$ cat src/rtl/countdown_timer_modulo.sv
// Programmable down-counting timer: a modulo-M prescaler strobes tick, and each
// tick decrements a W-bit count under an IDLE/RUN/PAUSE/DONE control FSM.
module countdown_timer_modulo #(
    parameter int M = 20,
    parameter int W = 8
) (
    input  logic         clk,
    input  logic         aclr,
    input  logic         enable,
    input  logic         load,
    input  logic         start,
    input  logic         pause,
    input  logic [W-1:0] load_value,
    output logic [W-1:0] Q,
    output logic [1:0]   state,
    output logic         tick,
    output logic         borrow,
    output logic         done
);

    function automatic int clogb2(input int value);
        int v;
        int w;
        v = value;
        w = 0;
        while (v > 0) begin
            w = w + 1;
            v = v >> 1;
        end
        return w;
    endfunction

    localparam int             PW    = clogb2(M - 1);
    localparam logic [PW-1:0]  P_MAX = PW'(M - 1);

    typedef enum logic [1:0] {
        IDLE  = 2'b00,
        RUN   = 2'b01,
        PAUSE = 2'b10,
        DONE  = 2'b11
    } state_t;

    state_t        state_reg;
    logic [W-1:0]  q_reg;
    logic [PW-1:0] p_reg;
    logic          p_zero;
    logic          q_one;

    assign p_zero = (p_reg == '0);
    assign q_one  = (q_reg == W'(1));

    // Reset and load discard the prescaler phase, so neither may emit a strobe.
    assign tick   = (state_reg == RUN) & ~pause & enable & p_zero & ~aclr & ~load;
    assign borrow = tick & q_one;
    assign done   = (state_reg == DONE);
    assign state  = state_reg;
    assign Q      = q_reg;

    always_ff @(posedge clk) begin
        if (aclr) begin
            state_reg <= IDLE;
            q_reg     <= '0;
            p_reg     <= P_MAX;
        end else if (load) begin
            state_reg <= IDLE;
            q_reg     <= load_value;
            p_reg     <= P_MAX;
        end else begin
            case (state_reg)
                IDLE: begin
                    p_reg <= P_MAX;
                    if (start) begin
                        state_reg <= (q_reg != '0) ? RUN : DONE;
                    end
                end
                RUN: begin
                    if (pause) begin
                        state_reg <= PAUSE;
                    end else if (q_reg == '0) begin
                        // Unreachable in normal use; finish rather than underflow.
                        state_reg <= DONE;
                    end else if (enable) begin
                        if (p_zero) begin
                            p_reg <= P_MAX;
                            if (q_one) begin
                                q_reg     <= '0;
                                state_reg <= DONE;
                            end else begin
                                q_reg <= q_reg - W'(1);
                            end
                        end else if (p_reg > P_MAX) begin
                            p_reg <= P_MAX;
                        end else begin
                            p_reg <= p_reg - PW'(1);
                        end
                    end
                end
                PAUSE: begin
                    if (start) begin
                        state_reg <= RUN;
                    end
                end
                default: begin
                    q_reg <= '0;
                    p_reg <= P_MAX;
                end
            endcase
        end
    end

endmodule

$ cat config.mk
export PLATFORM = sky130hd
export DESIGN_NAME = countdown_timer_modulo
export DESIGN_NICKNAME = d
export VERILOG_FILES = /design/src/rtl/countdown_timer_modulo.sv
export SDC_FILE = /design/constraint.sdc
export NUM_CORES = 1
export LEC_CHECK = 0
export ABC_CLOCK_PERIOD_IN_PS = 5300
export BUFFER_PORTS_ARGS = -buffer_cell sky130_fd_sc_hd__buf_4
export CORE_ASPECT_RATIO = 1.1
export CORE_UTILIZATION = 25
export DETAILED_ROUTE_END_ITERATION = 7
export SLEW_MARGIN = 20
export SYNTH_ARGS = -nofsm -noshare
export SYNTH_HDL_FRONTEND = slang
export SYNTH_SLANG_ARGS = --single-unit
$ cat constraint.sdc
create_clock -name clk -period 5.3 [get_ports clk]
set_clock_uncertainty 0.15 [all_clocks]
set_input_delay 0.795 -clock clk [delete_from_list [all_inputs] [get_ports clk]]
set_output_delay 0.795 -clock clk [all_outputs]
set_load 0.005 [all_outputs]
=== Word-level counts from Yosys, hierarchy flattened ===
Index checks and enable logic that the tools add are counted.

* Logic and storage cells: 65
* Bits in registers: 15
* Output and inout bits: 13

* Equality and inequality tests: 17
* Muxes and demuxes: 22
* Add/subtract/negate cells: 2
* Reductions and logical operators: 10
* Bitwise gates (word level): 10
* Order comparisons: 1

{| class="wikitable"
|+ Operator list
! cell !! count
|-
| 8-bit two-way mux || 6
|-
| 5-bit two-way mux || 5
|-
| 2-bit two-way mux || 8
|-
| 8-bit case mux with 2 select lines || 1
|-
| 3-bit inequality test (second input constant) || 4
|-
| 4-bit by 3-bit inequality test with 1-bit output (second input constant) || 3
|-
| 2-bit inequality test (second input constant) || 5
|-
| 5-bit case mux with 2 select lines || 1
|-
| 8-bit by 1-bit equality test with 1-bit output (second input constant) || 1
|-
| 8-bit logical NOT || 1
|-
| 8-bit nonzero test || 1
|-
| 8-bit by 1-bit subtractor with 8-bit output (second input constant) || 1
|-
| 1-bit bitwise AND || 6
|-
| 2-bit case mux with 3 select lines || 1
|-
| 6-bit AND reduction || 1
|-
| 5-bit > comparator (second input constant) || 1
|-
| 5-bit logical NOT || 1
|-
| 5-bit AND reduction || 1
|-
| 5-bit by 1-bit subtractor with 5-bit output (second input constant) || 1
|-
| 2-bit equality test (second input constant) || 2
|-
| 1-bit NOT || 4
|-
| 4-bit AND reduction || 1
|-
| 2-bit OR reduction || 2
|-
| 3-bit nonzero test || 1
|-
| 3 further kinds || 3
|}

=== Depth between registers and ports, before layout ===
* Word-level depth: 8
* Depth in mapped cells: 8
* Mapped depth without buffers: 7

=== Least setup slack after synthesis ===
No wires, ideal clock.

* Path kind: input -> output
* Start: input load
* End: output borrow
* Path slack: 2.680 ns
* Arrival time: 1.675 ns
* Stages on the path: 4
* Path through: clkbuf_1 > nor2_1 > nand3_1 > nor4_1

* Cells in the longest elaborated chain, start to end: 3

{| class="wikitable"
|+ RTL lines
! item !! RTL line !! source
|-
| start, declared || 10 || <nowiki>input logic load,</nowiki>
|-
| 1-bit NOT || 53 || <nowiki>assign tick = (state_reg == RUN) & ~pause & enable & p_zero & ~aclr & ~load;</nowiki>
|-
| 1-bit bitwise AND || 53 ||
|-
| 1-bit bitwise AND || 54 || <nowiki>assign borrow = tick & q_one;</nowiki>
|-
| end, declared || 17 || <nowiki>output logic borrow,</nowiki>
|}

Every way passes these cells.

=== Worst setup path after layout ===
* Start: register p_reg[0]
* End: output borrow

* Cells in the longest elaborated chain, start to end: 5

{| class="wikitable"
|+ RTL lines
! item !! RTL line !! source
|-
| start, declared || 45 || <nowiki>logic [PW-1:0] p_reg;</nowiki>
|-
| start signal, assigned || 94 || <nowiki>p_reg <= p_reg - PW'(1);</nowiki>
|-
| 5-bit logical NOT || 49 || <nowiki>assign p_zero = (p_reg == '0);</nowiki>
|-
| 1-bit bitwise AND (3 in series) || 53 ||
|-
| 1-bit bitwise AND || 54 ||
|}

Every way passes these cells.

==> flow_metrics.env <==
export IMPL_status="complete, no violations"
export IMPL_grt_max_degree=14
export IMPL_drt_initial_drc_count=86
export IMPL_htreeDepth=1
export IMPL_yosys_warnings=0
export IMPL_cp_max_fo=6
export IMPL_slew_headroom=0.5292
export IMPL_overflow=0
export IMPL_cellPowerDensity_nw_per_um2=217.0
export IMPL_final_cell_mix="buf_4, nor2_1, dfxtp_1"
export IMPL_hold_violations=0
export IMPL_finalCritPeriodShare=0.5655
export IMPL_area_growth_pct=24.50
export IMPL_syn_area_sq_um=1134
export IMPL_utilization=0.3270
export IMPL_grt_setup_unrepaired="no"
export IMPL_ctsResizeCount=0
export IMPL_cts_setup_buffers=0
export IMPL_synth_main_ff_cell="dfxtp_1"
export IMPL_arrival_ns=2.05
export IMPL_clkTransAtPathRegs_ns=0.06
export IMPL_setup_viol=0
export IMPL_cts_root_buf="clkbuf_8"
export IMPL_p_leak_nw=0.5857
export IMPL_routabilityCongestion=0.8206
export IMPL_hp_class="register to register"
export IMPL_route_detailed_drc=0
export IMPL_reg2reg_depth=7
export IMPL_setup_tns_ns=0
export IMPL_core_area_sq_um=4317
export IMPL_grt_usage=0.1344
export IMPL_fin_nets=197
export IMPL_slew_violations=0
export IMPL_cts_hold_buf=0
export IMPL_min_period_ns=2.997
export IMPL_worstReg2RegStart="Q[1]"
export IMPL_crit_path_start="p_reg[0]"
export IMPL_yosysSeqAreaShare=0.2649
export IMPL_dieWidth_um=66.21
export IMPL_syn_nets=172
export IMPL_largest_register_ffs=8
export IMPL_die_h_um=72.63
export IMPL_n_antenna_cell=0
export IMPL_rr_endpoint="Q[5]"
export IMPL_cts_buffers=3
export IMPL_hp_start="p_reg[0]"
export IMPL_num_rows=25
export IMPL_detail_route_vias_per_cell=5.231
export IMPL_cp_start_kind="register"
export IMPL_wl_um=3012
export IMPL_ios=27
export IMPL_grt_pass1_wl_um=4974
export IMPL_drive_gt1_frac=0.2105
export IMPL_cts_tree="yes"
export IMPL_required_ns=4.36
export IMPL_firstDrtPassIters=4
export IMPL_peakVddDrop_mv=0.09866
export IMPL_clock_sinks=15
export IMPL_tightest_slew_ns=0.6997
export IMPL_io_buffers=26
export IMPL_antenna_left=0
export IMPL_grt_pass1_vias=1084
export IMPL_avgRoutedWirePerCell_um=13.39
export IMPL_start_util=0.2626
export IMPL_max_cap_violations=0
export IMPL_synth_edff_count=0
export IMPL_num_vias=1177
export IMPL_worstSkewPairLatency_ns=0.25
export IMPL_synth_cells=147
export IMPL_syn_area_per_cell_sq_um=7.711
export IMPL_fp_dieArea_sq_um=4808
export IMPL_antenna_found_initial=0
export IMPL_ctsLongestPathBuffers=2
export IMPL_end_kind="primary output"
export IMPL_synth_ff_latch_count=15
export IMPL_mostFrequentLayoutCell="buf_4"
export IMPL_async_flop_share=0
export IMPL_synth_cell_types=45
export IMPL_crit_end="borrow"
export IMPL_fmax_mhz=333.7
export IMPL_rrSetupSlack_ns=2.74
export IMPL_dpl_hpwl_um=2228
export IMPL_criticalPathCategory="register to primary output"
final cells by class:
cell class / count / area [sq um]
Fill cell: 473 / 2905
Multi-Input combinational cell: 114 / 757.0
Sequential cell: 15 / 300.3
Timing Repair Buffer: 26 / 195.2
Tap cell: 54 / 67.56
Inverter: 12 / 45.04
Clock buffer: 3 / 41.29
Clock inverter: 1 / 5.005
critical path: stages (launching register included):
cell and delay (ns):
dfxtp_1 0.35, inv_1 0.10, ha_1 0.19, nor4b_1 0.50, nand3_1 0.18, nor4_1 0.31
buf_4 0.16
Yosys cell counts, types with 2 or more instances:
cell      number  area, sq um
nor2_1        18        67.56
dfxtp_1       15        300.3
ha_1          11        137.6
inv_1         11        41.29
nand2_1       11        41.29
o21ai_0       10        50.05
nor3_1         7        35.03
a21oi_1        6        30.03
a31oi_1        4        25.02
clkbuf_1       4        15.01
nor4_1         4        25.02
o211ai_1       4        30.03
a211oi_1       2        15.01
a221oi_1       2        17.52
nand3_1        2        10.01
nand4_1        2        12.51
nor2b_1        2        12.51
o221ai_1       2        17.52
or3_1          2        12.51
or4_1          2        15.01
or4b_2         2        20.02
metrics by stage:
stage | instance area [sq um] | hold WS (ns) | worst slack, ns | std cells | power [mW]
floorplan | 1134 | 0.3244 | 2.680 | 147 | 0.1827
global placement | 1365 | 0.3612 | 2.440 | 221 | 0.2118
detailed placement | 1365 | 0.3610 | 2.433 | 221 | 0.2116
CTS | 1411 | 0.3752 | 2.325 | 225 | 0.3109
global route | 1411 | 0.4253 | 2.060 | 225 | 0.3292
finish | 1411 | 0.3696 | 2.303 | 225 | 0.3062
power breakdown:
part           switching, mW  internal (mW)
Clock                 0.0445         0.0522
Sequential           0.00890          0.119
Combinational         0.0459         0.0363
Total                 0.0992          0.207
routing by layer:
metal / share of wire / wire length, um / track usage
met5: 0 / 0 / 0
met3: 0.047 / 143 / 0.03906
met1: 0.49 / 1474 / 0.1759
met4: 0.0093 / 28 / 0.04255
met2: 0.45 / 1365 / 0.2109
cell families after synthesis:
kind of cell    Yosys count  share of synthesized area
fa+ha+maj                11                     0.1214
buf+inv                  18                    0.06732
flops                    15                     0.2649
simple gates             59                     0.2726
mux                       1                   0.008830
compound gates           43                     0.2649
how the worst min path moves through the flow:
| stage | end | slack, ns | depth (start not counted) |
|---|---|---|---|
| 4_1_cts | p_reg[0] | 0.38 | 1 |
| 5_1_grt | p_reg[0] | 0.43 | 1 |
| 3_3_place_gp | p_reg[0] | 0.36 | 1 |
| 2_1_floorplan | p_reg[0] | 0.32 | 1 |
| 3_5_place_dp | p_reg[0] | 0.36 | 1 |
| 6_report | p_reg[0] | 0.37 | 1 |
(Power assumes the default switching activity.)
